[src/rtl/adder_seq_ctrl_pkg.sv]
// Shared definitions for the byte-serial add/subtract sequencer:
// state encoding, byte width and the default operand size.
package adder_seq_ctrl_pkg;

  localparam int BYTE_W     = 8;
  localparam int NBYTES_DEF = 4;

  typedef enum logic [1:0] {
    ST_IDLE = 2'd0,
    ST_RUN  = 2'd1,
    ST_DONE = 2'd2
  } state_e;

endpackage

[src/rtl/adder_seq_ctrl_byte_add.sv]
// 8-bit ripple-carry byte adder; the sequencer time-shares one instance across all operand bytes.
module adder_seq_ctrl_byte_add
  import adder_seq_ctrl_pkg::*;
(
  input  logic [BYTE_W-1:0] a_i,
  input  logic [BYTE_W-1:0] b_i,
  input  logic              c_i,
  output logic [BYTE_W-1:0] sum_o,
  output logic              c_o
);

  logic [BYTE_W:0] carry;

  always_comb begin
    carry[0] = c_i;
    sum_o    = '0;
    for (int i = 0; i < BYTE_W; i++) begin
      sum_o[i]    = a_i[i] ^ b_i[i] ^ carry[i];
      carry[i+1]  = (a_i[i] & b_i[i]) | (carry[i] & (a_i[i] ^ b_i[i]));
    end
    c_o = carry[BYTE_W];
  end

endmodule

[src/rtl/adder_seq_ctrl.sv]
// Wide add/subtract sequencer: one byte per clock, LSB first, through a shared byte adder.
// Define ADDSEQ_OVF_EN to add the oOvf signed-overflow output.
//
// state   | meaning
// IDLE    | waiting for iStart; oReady=1
// RUN     | one operand byte per cycle through the byte adder
// DONE    | one-cycle oDone pulse, result registers stable
module adder_seq_ctrl
  import adder_seq_ctrl_pkg::*;
#(
  parameter  int NBYTES = NBYTES_DEF,
  localparam int W      = BYTE_W * NBYTES
) (
  input  logic         iClk,
  input  logic         iRst,
  input  logic         iStart,
  output logic         oReady,
  input  logic         iSub,
  input  logic [W-1:0] iData_a,
  input  logic [W-1:0] iData_b,
  input  logic         iC,
  output logic [W-1:0] oData,
  output logic         oData_C,
  output logic         oBusy,
  output logic         oDone
`ifdef ADDSEQ_OVF_EN
  ,
  output logic         oOvf
`endif
);

  localparam int CW = (NBYTES > 1) ? $clog2(NBYTES) : 1;
  localparam logic [CW-1:0] CNT_LAST = CW'(NBYTES - 1);

  state_e          state_q, state_d;
  logic [W-1:0]    a_q, a_d;
  logic [W-1:0]    b_q, b_d;
  logic [W-1:0]    res_q, res_d;
  logic [W-1:0]    data_q, data_d;
  logic            carry_q, carry_d;
  logic            data_c_q, data_c_d;
  logic [CW-1:0]   cnt_q, cnt_d;

  logic [BYTE_W-1:0] sum;
  logic              byte_co;
  logic [W-1:0]      res_shift;

  adder_seq_ctrl_byte_add u_byte_add (
    .a_i   (a_q[BYTE_W-1:0]),
    .b_i   (b_q[BYTE_W-1:0]),
    .c_i   (carry_q),
    .sum_o (sum),
    .c_o   (byte_co)
  );

  // Result fills from the top so the first (LSB) byte lands at the bottom after NBYTES shifts.
  generate
    if (NBYTES == 1) begin : g_one
      assign res_shift = sum;
    end else begin : g_multi
      assign res_shift = {sum, res_q[W-1:BYTE_W]};
    end
  endgenerate

`ifdef ADDSEQ_OVF_EN
  logic ovf_q, ovf_d;
  // On the last byte a_q/b_q hold the operand MSB bytes; b_q is already inverted for subtract.
  wire  ovf_last = (a_q[BYTE_W-1] == b_q[BYTE_W-1]) && (sum[BYTE_W-1] != a_q[BYTE_W-1]);
  assign oOvf = ovf_q;
`endif

  always_comb begin
    state_d  = state_q;
    a_d      = a_q;
    b_d      = b_q;
    res_d    = res_q;
    data_d   = data_q;
    carry_d  = carry_q;
    data_c_d = data_c_q;
    cnt_d    = cnt_q;
`ifdef ADDSEQ_OVF_EN
    ovf_d    = ovf_q;
`endif
    case (state_q)
      ST_IDLE: begin
        if (iStart) begin
          a_d     = iData_a;
          b_d     = iSub ? ~iData_b : iData_b;
          carry_d = iSub ? 1'b1 : iC;
          cnt_d   = '0;
          state_d = ST_RUN;
        end
      end
      ST_RUN: begin
        res_d   = res_shift;
        a_d     = a_q >> BYTE_W;
        b_d     = b_q >> BYTE_W;
        carry_d = byte_co;
        cnt_d   = cnt_q + CW'(1);
        if (cnt_q == CNT_LAST) begin
          data_d   = res_shift;
          data_c_d = byte_co;
`ifdef ADDSEQ_OVF_EN
          ovf_d    = ovf_last;
`endif
          state_d  = ST_DONE;
        end
      end
      ST_DONE: begin
        state_d = ST_IDLE;
      end
      default: begin
        state_d = ST_IDLE;
      end
    endcase
  end

  always_ff @(posedge iClk) begin
    if (iRst) begin
      state_q  <= ST_IDLE;
      a_q      <= '0;
      b_q      <= '0;
      res_q    <= '0;
      data_q   <= '0;
      carry_q  <= 1'b0;
      data_c_q <= 1'b0;
      cnt_q    <= '0;
`ifdef ADDSEQ_OVF_EN
      ovf_q    <= 1'b0;
`endif
    end else begin
      state_q  <= state_d;
      a_q      <= a_d;
      b_q      <= b_d;
      res_q    <= res_d;
      data_q   <= data_d;
      carry_q  <= carry_d;
      data_c_q <= data_c_d;
      cnt_q    <= cnt_d;
`ifdef ADDSEQ_OVF_EN
      ovf_q    <= ovf_d;
`endif
    end
  end

  assign oReady  = (state_q == ST_IDLE);
  assign oBusy   = (state_q == ST_RUN) || (state_q == ST_DONE);
  assign oDone   = (state_q == ST_DONE);
  assign oData   = data_q;
  assign oData_C = data_c_q;

endmodule
[config.mk]
export PLATFORM = sky130hd
export DESIGN_NAME = adder_seq_ctrl
export DESIGN_NICKNAME = d
export VERILOG_FILES = /design/src/rtl/adder_seq_ctrl_pkg.sv /design/src/rtl/adder_seq_ctrl_byte_add.sv /design/src/rtl/adder_seq_ctrl.sv
export SDC_FILE = /design/constraint.sdc
export NUM_CORES = 1
export LEC_CHECK = 0
export CORE_MARGIN = 10
export CORE_UTILIZATION = 37
export DETAILED_ROUTE_END_ITERATION = 10
export REMOVE_ABC_BUFFERS = 1
export SYNTH_ARGS = -nofsm -noshare
export SYNTH_HDL_FRONTEND = slang
export SYNTH_SLANG_ARGS = --single-unit
[constraint.sdc]
create_clock -name iClk -period 10.25 [get_ports iClk]
set_input_delay 2.05 -clock iClk [delete_from_list [all_inputs] [get_ports iClk]]
set_output_delay 2.05 -clock iClk [all_outputs]
set_load 0.02 [all_outputs]
=== Word level (Yosys, flattened, before mapping) ===
Cells that the tools add are included.

* Register bits: 134
* Input port bits: 69
* Output and inout bits: 36
* Word-level logic and storage cells: 74

* Add/subtract/negate cells: 1
* Equal/unequal tests: 5
* Muxes and demuxes: 13
* Bitwise gates (word level): 41
* Reductions and logical operators: 6

{| class="wikitable"
|+ Operators by type and width
! operator !! count
|-
| 32-bit case mux with 2 select lines || 2
|-
| 32-bit two-way mux || 3
|-
| 32-bit inverter || 1
|-
| 1-bit bitwise AND || 16
|-
| 1-bit XOR || 16
|-
| 1-bit bitwise OR || 8
|-
| 2-bit case mux with 2 select lines || 2
|-
| 2-bit two-way mux || 3
|-
| 2-bit AND reduction || 3
|-
| 2-bit equality test, second input constant || 2
|-
| 2-bit != test, second input constant || 2
|-
| 2-bit by 1-bit adder with 2-bit output, second input constant || 1
|-
| 2-bit by 1-bit equality test with 1-bit output, second input constant || 1
|-
| 2-bit zero test || 1
|-
| 1-bit two-way mux || 2
|-
| 1-bit case mux with 2 select lines || 1
|-
| 2-bit nonzero test || 1
|-
| 1-bit logical OR || 1
|}

=== Depth between registers and ports, before layout ===
Gate-level depths: netlist of the first run.

* Depth in word-level cells: 18
* Mapped depth: 14

=== Modules after synthesis ===
Synthesis of the first run repeated with hierarchy kept, for this count alone.

* Cells, all modules: 625
* Area total of the unflattened synthesis: 5696.7 um^2

{| class="wikitable"
|+ Modules (own cells, without submodules)
! module !! times used !! cells an instance !! area an instance (um^2) !! sequential area each (um^2)
|-
| adder_seq_ctrl || 1 || 607 || 5499.0 || 2522.4
|-
| adder_seq_ctrl_byte_add || 1 || 18 || 197.7 || 0.0
|}

=== Least setup slack after synthesis of the first run ===
OpenSTA, ideal clock, no wires.

* Path kind: register to register
* Start point: reg a_q[0]
* End point: reg res_q[31]
* Setup time: 0.086 ns
* Data arrival time: 3.515 ns
* Slack: 6.650 ns
* Stages on the path, launching flop included: 13
* Path buffers: 0
* Cells stage by stage: dfxtp_1 -> fa_1 -> inv_1 -> fa_1 -> inv_1 -> fa_1 -> fa_1 -> fa_1 -> fa_1 -> fa_1 -> inv_1 -> fa_1 -> a211oi_1

* Word-level cells in the longest chain between the ends: 16
* Elaborated cells between the ends (all ways): 17
* Classes of those cells: 17 x bitwise

{| class="wikitable"
|+ Ends and longest elaborated chain
! element !! RTL line !! source
|-
| start: declaration || adder_seq_ctrl.sv:36 || <nowiki>logic [W-1:0] a_q, a_d;</nowiki>
|-
| start signal: assignment || adder_seq_ctrl.sv:121 || <nowiki>a_q <= '0;</nowiki>
|-
| start signal: assignment || adder_seq_ctrl.sv:133 || <nowiki>a_q <= a_d;</nowiki>
|-
| 1-bit XOR || adder_seq_ctrl_byte_add.sv:19 || <nowiki>carry[i+1] = (a_i[i] & b_i[i]) | (carry[i] & (a_i[i] ^ b_i[i]));</nowiki>
|-
| 1-bit bitwise AND || adder_seq_ctrl_byte_add.sv:19 ||
|-
| 1-bit bitwise OR (*) || adder_seq_ctrl_byte_add.sv:19 ||
|-
| 1-bit bitwise AND (*) || adder_seq_ctrl_byte_add.sv:19 ||
|-
| 1-bit bitwise OR (*) || adder_seq_ctrl_byte_add.sv:19 ||
|-
| 1-bit bitwise AND (*) || adder_seq_ctrl_byte_add.sv:19 ||
|-
| 1-bit bitwise OR (*) || adder_seq_ctrl_byte_add.sv:19 ||
|-
| 1-bit bitwise AND (*) || adder_seq_ctrl_byte_add.sv:19 ||
|-
| 1-bit bitwise OR (*) || adder_seq_ctrl_byte_add.sv:19 ||
|-
| 1-bit bitwise AND (*) || adder_seq_ctrl_byte_add.sv:19 ||
|-
| 1-bit bitwise OR (*) || adder_seq_ctrl_byte_add.sv:19 ||
|-
| 1-bit bitwise AND (*) || adder_seq_ctrl_byte_add.sv:19 ||
|-
| 1-bit bitwise OR (*) || adder_seq_ctrl_byte_add.sv:19 ||
|-
| 1-bit bitwise AND (*) || adder_seq_ctrl_byte_add.sv:19 ||
|-
| 1-bit bitwise OR (*) || adder_seq_ctrl_byte_add.sv:19 ||
|-
| 1-bit XOR (*) || adder_seq_ctrl_byte_add.sv:18 || <nowiki>sum_o[i] = a_i[i] ^ b_i[i] ^ carry[i];</nowiki>
|-
| end signal: assignment || adder_seq_ctrl.sv:135 || <nowiki>res_q <= res_d;</nowiki>
|-
| end: declaration || adder_seq_ctrl.sv:38 || <nowiki>logic [W-1:0] res_q, res_d;</nowiki>
|}

Mark *: on every way between the ends. The rest lies on a longest branch, timed or not.
A chain may end at the register's enable or synchronous reset.

=== Final worst setup path of the first run ===
* Start point: reg state_q[1]
* End point: out oReady

* Word-level cells in the longest chain between the ends: 1

{| class="wikitable"
|+ Ends and longest elaborated chain
! element !! RTL line !! source
|-
| start: declaration || adder_seq_ctrl.sv:35 || <nowiki>state_e state_q, state_d;</nowiki>
|-
| start signal: assignment || adder_seq_ctrl.sv:132 || <nowiki>state_q <= state_d;</nowiki>
|-
| 2-bit zero test || adder_seq_ctrl.sv:146 || <nowiki>assign oReady = (state_q == ST_IDLE);</nowiki>
|-
| end: declaration || adder_seq_ctrl.sv:17 || <nowiki>output logic oReady,</nowiki>
|}

No other way between the ends.

==> results of run 1 <==
[state kept, by name, indices dropped and copies added, names as in the netlist]
name / flops
res_q: 24
oData_C: 1
carry_q: 1
b_q: 32
state_q: 2
a_q: 32
cnt_q: 2
oData: 32
[cell families after synthesis]
group | Yosys count | share of synthesized area [%]
AND/OR/NAND/NOR | 202 | 16.1
AO/OA/AOI/OAI | 130 | 14.5
flip-flops | 126 | 46.0
buffers and inverters | 62 | 5.79
multiplexers | 48 | 8.78
XOR/XNOR | 32 | 5.11
adder cells (fa/ha/maj) | 12 | 3.83
[placed cells by master (no fill, tap or decap), drive strengths merged, types with 2 or more instances in the layout]
cell type | synthesis | final
a211oi | 30 | 30
a21oi | 74 | 74
buf | 35 | 6
bufinv | 0 | 2
clkbuf | 17 | 26
clkdlybuf4s50 | 0 | 102
clkinv | 0 | 4
dfxtp | 126 | 126
fa | 8 | 8
ha | 4 | 4
inv | 10 | 10
mux2i | 47 | 47
nand2 | 104 | 104
nand2b | 26 | 26
nand3b | 9 | 9
nor2 | 52 | 52
o211ai | 24 | 24
or3 | 8 | 8
xnor2 | 8 | 8
xor2 | 24 | 24
[power by group]
group	leakage, nW	internal, mW	switching (mW)
logic	1.20	0.0863	0.0930
registers	1.03	0.523	0.0181
clock network	0.294	0.388	0.200
total	2.52	0.998	0.311
[through the flow]
stage	utilization, %	std cells	area (um^2)	worst slack [ns]	hold WS, ns
after floorplan	-	560	5210	3.90	0.421
after global placement	44.9	852	6530	6.29	0.432
after detailed placement	44.9	852	6530	6.29	0.440
after CTS	49.0	884	7120	6.32	0.446
after global routing	49.0	884	7120	6.27	0.459
final	49.0	884	7120	6.36	0.442
[final cells by class]
| type | instances | area share (%) |
|---|---|---|
| Multi-Input combinational cell | 424 | 37.6 |
| Sequential cell | 126 | 35.4 |
| Clock buffer | 26 | 7.16 |
| Tap cell | 184 | 3.23 |
| Clock inverter | 6 | 1.13 |
| Timing Repair Buffer | 108 | 14.9 |
| Inverter | 10 | 0.527 |
[critical path: stages (launching register included)]
cell             delay [ns]
dfxtp_1                0.33
inv_1                  0.13
ha_1                   0.32
clkdlybuf4s50_1        0.66
[worst max path at each step]
stage          startpoint   endpoint  slack (ns)  cells past startpoint
4_1_cts        state_q[1]     oReady        6.32                      3
6_report       state_q[1]     oReady        6.36                      3
5_1_grt            b_q[0]  oData[31]        6.27                     12
3_3_place_gp       iStart    carry_q        6.29                      5
3_5_place_dp       iStart    carry_q        6.29                      5
2_1_floorplan  state_q[1]    b_q[24]        3.90                      5
[per-layer routing]
metal  wire length [um]  share of wire (%)  up-vias
li1                   -                  -     2212
met1               5490                 45     1910
met2               6000                 49       72
met3                569                4.6       15
met4                198                1.6        0
met5                  0                  0        -
==> run metrics, run 1 <==
status=complete, no violations; Synth top cells by count=126 x dfxtp_1, 104 x nand2_1, 74 x a21oi_1; fin nets=between 700 and 800; DR iter-0 viols=188; area of the multi-input gates=approximately 2700 um^2; Ports=105; setup TNS=0 ns; Synth Cell Area=5490 um^2; number of flops mapped to enable cells by yosys=0; RSZ-0062 raised after global routing=no; Diodes inserted=0; Hold Path Depth=2; Leak=approximately 2.5 nW; startpoint class of the critical path=flip-flop; syn avg cell area=8.97 um^2; Final Max Tran Viols=0; initial antenna violation count=0; worst reg2reg setup slack=~6.4 ns; met3 usage=under 10%; # port buffers=104; number of global-route vias before repair=4054; Final Skew=0.00661 ns; CP Max Fanout=5; CTS tree=yes; Synth top area share=between 40% and 50%; fmax=257 MHz; Worst Tran Pin Value=1.22 ns; Final Total Pwr=1.31 mW; H-Tree Depth=4; hold endpoint=b_q[20]; most used routing layer=met2; Longest Clk Path Bufs=2; R2R cell count=12; post-route ant nets=0; fill count=1405; Setup crit end kind=output port; drt first pass iters=5; Max Cap Viol=0; WL final=12300 um; Yosys warnings=0; Rows=44; Post-synth ARST share=0%; Cells after Synth=612; Die Y=142 um; DP HPWL=roughly 8000 um; met2 Usage GRT=19.8%; Seq cells post-synth=approximately 130; Final setup viols=0; most area-hungry cell type in the Yosys netlist=dfxtp_1; RD Place Congestion=0.728; period utilization=38.0%; grt total ovfl=0; Peak VDD IR=between 0.0001 and 0.00015 V; min Tclk post-route=3.89 ns; hold_sp=b_q[20]; largest net degree at the start of global routing=97; Post-CTS Hold Buffers=0; FF+latch area=2520 um^2; Most used DFF post-synth=dfxtp_1; Setup CP Type=flip-flop to output port; Worst Path Arrival=1.84 ns; Hold Path Class=flip-flop to flip-flop; pwr dens=184 nW/um^2; RR Startpoint=b_q[0]; share of layout cells above drive strength 1=5.29%; Area Growth Syn to Fin=29.7%; vias=4209; # Post-CTS Setup Buffers=0; Synth cell types=25; vias per inst=4.76; CTS resizes=0; Total Routing Usage GR=12.4%; synth top area cells=dfxtp_1 46%, mux2i_1 8.6%, nand2_1 7.1%, a21oi_1 6.7%, a211oi_1 4.1%; max_slew headroom=roughly a fifth; core area=14500 um^2; top-count cell post-synth=dfxtp_1; DIE AREA=20100 um^2; WP data required=8.20 ns; worst reg2reg endpoint=res_q[31]; die width=142 um; CTS sink cnt=126; global-route wire length before repair=20500 um; Initial Utilization=37.8%; M1 GR Usage=15.2%; clk root buf=clkbuf_16; DRC=0; total CTS buffers=17; Fin. Hold Viols=0; Clock Pin Slew Worst Setup and Hold Paths=0.05 ns; Worst-Skew Late Latency=0.41 ns; drt wl/cell=13.9 um; register area share after synthesis=46.0%
Note: power is estimated with default switching activity, not from simulation.
==> inputs of run 2 (changes only) <==
Clock period 10.25 ns to 3.5 ns, I/O delays scaled along.
==> run 2 against run 1 <==
Against the previous run: the flow now finishes with violations (negative setup slack); final cell count increased by 0.57%; die area unchanged; clock skew about the same; cell area increased by 0.98%; total power increased to 2.9 times the previous value; critical endpoint is now res_q[31]; largest power group unchanged; highest routed layer unchanged.
==> run metrics, run 2 (synthesized netlist as in run 1, its figures left out) <==
DP Worst Slack=-0.323 ns (was 6.29 ns); fmax=283 MHz; hold endpoint=b_q[27] (was b_q[20]); largest net degree at the start of global routing=83 (was 97); Fin. Hold Viols=0 (unchanged); Leak=2.52 nW (about the same); die width=142 um (unchanged); Longest Clk Path Bufs=2 (unchanged); status=complete, but fails checks (was complete, no violations); met2 Usage GRT=20.8% (was 19.8%); WL final=12500 um (was 12300 um); share of layout cells above drive strength 1=8.09% (was 5.29%); M1 GR Usage=15.1% (was 15.2%); setup ws final=-0.0279 ns (was 6.36 ns); Clock Pin Slew Worst Setup and Hold Paths=0.05 ns (about the same); R2R cell count=12 (unchanged); Total Routing Usage GR=12.7% (was 12.4%); RR Startpoint=a_q[0] (was b_q[0]); initial antenna violation count=0 (unchanged); pwr dens=531 nW/um^2 (was 184 nW/um^2); Peak VDD IR=0.000349 V (was 0.000109 V); core area=14500 um^2 (unchanged); max_slew headroom=34.6% (was 18.7%); min Tclk post-route=3.53 ns; Diodes inserted=0 (unchanged); CTS tree=yes (unchanged); most frequent cells in the layout=125 x dfxtp_1, 104 x nand2_1, 102 x clkdlybuf4s50_1, 74 x a21oi_1, 52 x nor2_1 (was 126 x dfxtp_1, 104 x nand2_1, 102 x clkdlybuf4s50_1, 74 x a21oi_1, 52 x nor2_1); hold_sp=b_q[27] (was b_q[20]); Setup CP Type=flip-flop to flip-flop (was flip-flop to output port); fin nets=773 (was 768); DRC=0 (unchanged); fill count=1388 (was 1405); vias=4246 (was 4209); Area Growth Syn to Fin=30.9% (was 29.7%); Final Skew=0.00667 ns (was 0.00661 ns); # port buffers=104 (unchanged); clk root buf=clkbuf_16 (unchanged); DP HPWL=8330 um (was 8000 um); DIE AREA=20100 um^2 (unchanged); violated checks=negative setup slack; grt total ovfl=0 (unchanged); startpoint class of the critical path=flip-flop (unchanged); H-Tree Depth=4 (unchanged); RD Place Congestion=0.706 (was 0.728); most used routing layer=met2 (unchanged); drt first pass iters=4 (was 5); Initial Utilization=37.8% (unchanged); CP Max Fanout=2 (was 5); Final setup viols=1 (was 0); DR iter-0 viols=224 (was 188); Rows=44 (unchanged); global-route wire length before repair=21000 um (was 20500 um); total CTS buffers=17 (unchanged); FF+latch area=2520 um^2 (about the same); Die Y=142 um (unchanged); Final Core Density=49.4% (was 49.0%); leading cell type in the layout, fill and taps excluded=dfxtp_1 (unchanged); worst reg2reg endpoint=res_q[31] (unchanged); Setup crit end kind=flip-flop (was output port); CTS sink cnt=126 (unchanged); Final Max Tran Viols=0 (unchanged); RSZ-0062 raised after global routing=yes (was no); worst reg2reg setup slack=-0.03 ns (was 6.42 ns); Final Total Pwr=3.82 mW (was 1.31 mW); number of global-route vias before repair=4214 (was 4054); Worst Tran Pin Value=0.979 ns (was 1.22 ns); vias per inst=4.78 (was 4.76); WP data required=3.83 ns (was 8.20 ns); drt wl/cell=14.1 um (was 13.9 um); met3 usage=3.94% (was 3.37%); area of the multi-input gates=2700 um^2 (was 2670 um^2); post-route ant nets=0 (unchanged); Worst-Skew Late Latency=0.41 ns (about the same); Hold Path Depth=2 (unchanged); Ports=105 (unchanged); Worst Path Arrival=3.86 ns (was 1.84 ns); Hold Path Class=flip-flop to flip-flop (unchanged); Max Cap Viol=0 (unchanged); period utilization=101%
run 2: layout make-up:
class | count | share of cell area (%)
Multi-Input combinational cell | 424 | 37.5
Timing Repair Buffer | 113 | 15.7
Sequential cell | 126 | 35.1
Clock buffer | 18 | 5.97
Clock inverter | 14 | 2.00
Tap cell | 184 | 3.20
Inverter | 10 | 0.522
run 2: per-stage QoR:
stage                     cells  area, um^2  TNS (ns)  hold slack [ns]
final                       889        7190   -0.0279            0.444
after CTS                   889        7180    -0.157            0.446
after detailed placement    856        6580    -0.851            0.438
after global routing        889        7190    -0.252            0.461
after global placement      856        6580    -0.527            0.433
after floorplan             560        5210   -193.86            0.421
run 2: metal layers:
layer / up-vias / part of all wire, %
li1: 2226 / -
met2: 73 / 49
met4: 0 / 1.3
met5: - / 0
met1: 1934 / 45
met3: 13 / 4.4
run 2: worst max-delay path, stage by stage (launching register included):
cell      delay [ns]
dfxtp_2         0.33
fa_2            0.37
inv_2           0.06
fa_2            0.18
inv_2           0.04
fa_2            0.34
fa_2            0.35
fa_2            0.37
fa_2            0.35
fa_2            0.34
inv_2           0.06
fa_1            0.44
a211oi_1        0.21
run 2: how the worst max path moves through the flow:
stage / from / to / depth (start not counted)
3_5_place_dp: a_q[0] / res_q[31] / 12
6_report: a_q[0] / res_q[31] / 12
5_1_grt: a_q[0] / oData[31] / 12
3_3_place_gp: a_q[0] / res_q[31] / 12
2_1_floorplan: state_q[1] / b_q[24] / 5
4_1_cts: a_q[0] / oData[31] / 12
run 2: power by group:
part / switching, mW / internal, mW / leakage (nW)
Clock: 0.645 / 1.04 / 0.268
Combinational: 0.278 / 0.265 / 1.22
Sequential: 0.0549 / 1.53 / 1.03
run 2: timing repair:
| action | CTS | global route |
|---|---|---|
| gates cloned | 0 | 0 |
| buffers inserted | 1 | 0 |
| pin swaps | 4 | 4 |
| hold buffers | 0 | 0 |
| resized for setup | 11 | 1 |
| setup endpoints to repair | 4 | 3 |
==> inputs of run 3 (changes only) <==
Settings changed: HOLD_SLACK_MARGIN set to 0.06.
Clock period 3.5 ns to 3 ns, I/O delays scaled along.
==> run 3 against run 2 <==
Against the previous run: the run still ends with negative setup slack left; count of clock-buffer cells in the layout grew 8; clock skew shrank 0.0021 ns; hold slack is essentially flat; critical path type unchanged.
==> run metrics, run 3 (synthesized netlist as in run 1, its figures left out) <==
Longest Clk Path Bufs=2 (unchanged); Setup crit end kind=flip-flop (unchanged); Final Core Density=50.2% (was 49.4%); vias=4297 (was 4246); R2R cell count=12 (unchanged); violated checks=negative setup slack (unchanged); largest net degree at the start of global routing=56 (was 83); WP data required=3.33 ns (was 3.83 ns); fmax=281 MHz (was 283 MHz); CP max stage cell=fa_2 (was fa_1); CTS tree=yes (unchanged); Final setup viols=6 (was 1); min Tclk post-route=3.56 ns (was 3.53 ns); grt total ovfl=0 (unchanged); cell mode on critical path=fa_2 (unchanged); core area=14500 um^2 (unchanged); Hold Path Depth=2 (unchanged); DIE AREA=20100 um^2 (unchanged); Total Routing Usage GR=13.0% (was 12.7%); Initial Utilization=37.8% (unchanged); pwr dens=632 nW/um^2 (was 531 nW/um^2); Worst Path Arrival=3.88 ns (was 3.86 ns); Clock Pin Slew Worst Setup and Hold Paths=0.05 ns (about the same); Final Max Tran Viols=0 (unchanged); RD Place Congestion=0.754 (was 0.706); worst reg2reg endpoint=res_q[31] (unchanged); H-Tree Depth=4 (unchanged); RR Startpoint=a_q[0] (unchanged); clk root buf=clkbuf_16 (unchanged); most frequent cells in the layout=125 x dfxtp_1, 103 x nand2_1, 102 x clkdlybuf4s50_1, 74 x a21oi_1, 52 x nor2_1 (was 125 x dfxtp_1, 104 x nand2_1, 102 x clkdlybuf4s50_1, 74 x a21oi_1, 52 x nor2_1); Peak VDD IR=0.000392 V (was 0.000349 V); DR iter-0 viols=197 (was 224); crit path from=a_q[0] (unchanged); fill count=1420 (was 1388); leading cell type in the layout, fill and taps excluded=dfxtp_1 (unchanged); drt first pass iters=4 (unchanged); hold endpoint=b_q[8] (was b_q[27]); Hold Path Class=flip-flop to flip-flop (unchanged); global-route wire length before repair=21500 um (was 21000 um); Rows=44 (unchanged); # port buffers=104 (unchanged); total CTS buffers=17 (unchanged); post-route ant nets=0 (unchanged); setup TNS=-2.16 ns (was -0.0279 ns); initial antenna violation count=1 (was 0); drt wl/cell=14.4 um (was 14.1 um); die width=142 um (unchanged); CP top delay family=adder cells (unchanged); fin nets=780 (was 773); critical path buffer and inverter count=3 (unchanged); WL final=12900 um (was 12500 um); DP Worst Slack=-0.803 ns (was -0.323 ns); Area Growth Syn to Fin=32.8% (was 30.9%); Leak=2.58 nW (was 2.52 nW); max_slew headroom=50.2% (was 34.6%); share of layout cells above drive strength 1=8.99% (was 8.09%); startpoint class of the critical path=flip-flop (unchanged); DRC=0 (unchanged); Setup CP Type=flip-flop to flip-flop (unchanged); Die Y=142 um (unchanged); CP Max Fanout=2 (unchanged); worst reg2reg setup slack=-0.56 ns (was -0.03 ns); number of global-route vias before repair=4313 (was 4214); CTS sink cnt=126 (unchanged); setup ws final=-0.556 ns (was -0.0279 ns); Worst Tran Pin Value=0.747 ns (was 0.979 ns); critical-path cell list=fa_2 -> inv_2 -> fa_2 -> inv_2 -> fa_2 -> fa_2 -> fa_2 -> fa_2 -> fa_2 -> inv_2 -> fa_2 -> a211oi_2 (was fa_2 -> inv_2 -> fa_2 -> inv_2 -> fa_2 -> fa_2 -> fa_2 -> fa_2 -> fa_2 -> inv_2 -> fa_1 -> a211oi_1); status=complete, but fails checks (unchanged); RSZ-0062 raised after global routing=yes (unchanged); hold_sp=b_q[8] (was b_q[27]); Max Cap Viol=0 (unchanged); Final Skew=0.00457 ns (was 0.00667 ns); CP max stage delay=0.46 ns (was 0.44 ns); Fin. Hold Viols=0 (unchanged); Ports=105 (unchanged); Worst-Skew Late Latency=0.41 ns (about the same); vias per inst=4.79 (was 4.78); period utilization=119% (was 101%); DP HPWL=8980 um (was 8330 um)
[run 3: cell types whose count changed in the layout (fill, tap and decap cells not counted), sizes merged]
cell / before / now
buf: 11 / 18
bufinv: 2 / 3
clkbuf: 18 / 26
clkinv: 5 / 3
clkinvlp: 5 / 0
diode: 0 / 1
inv: 12 / 10
[run 3: cell type report]
class                   instances  area (um^2)  area share [%]
well taps                     184          230            3.16
multi-input cells             424         2710            37.2
inverters                      10         37.5           0.515
clock inverters                 6          105            1.44
flip-flops and latches        126         2520            34.6
diodes                          1         2.50          0.0343
clock buffers                  26          499            6.85
repair buffers                120         1180            16.2
[run 3: through the flow]
stage	cell area (um^2)	power (mW)	std cells	hold WS, ns
2_1_floorplan	5210	2.28	560	0.421
3_3_place_gp	6640	2.51	863	0.433
3_5_place_dp	6640	2.53	863	0.440
4_1_cts	7280	4.65	895	0.446
5_1_grt	7290	4.81	897	0.464
6_report	7290	4.60	897	0.444
[run 3: what timing repair did]
item,in CTS,in global routing
pin swaps,3,1
setup endpoints to repair,8,6
setup buffers,0,1
hold buffers,0,0
resized for setup,16,1
[run 3: report_power, final]
group          total, mW  internal, mW  leakage [nW]  switching (mW)
Combinational      0.653         0.321          1.26           0.332
Clock               2.10          1.39         0.298           0.708
Sequential          1.85          1.79          1.03          0.0650
Total               4.60          3.50          2.58            1.11
[run 3: worst max path at each step]
stage / endpoint / slack, ns / cells after the start
final: res_q[31] / -0.56 / 12
after floorplan: b_q[24] / -3.35 / 5
after global placement: res_q[31] / -0.73 / 12
after CTS: res_q[31] / -0.55 / 12
after global routing: res_q[31] / -0.66 / 12
after detailed placement: res_q[31] / -0.80 / 12
[run 3: worst register-to-register path: stages (launching register included)]
cell and delay [ns]:
dfxtp_2 0.33, fa_2 0.38, inv_2 0.06, fa_2 0.18
inv_2 0.04, fa_2 0.34, fa_2 0.35, fa_2 0.35
fa_2 0.35, fa_2 0.34, inv_2 0.06, fa_2 0.46
a211oi_2 0.23
[run 3: per-layer routing]
metal  GRT usage (%)  routed length, um  vias to the layer above  part of all wire [%]
met5               0                  0                        -                     0
met3            3.70                594                       14                   4.6
met4            5.92                205                        0                   1.6
li1                -                  -                     2245                     -
met2            21.8               6440                       81                    50
met1            15.1               5660                     1957                    44
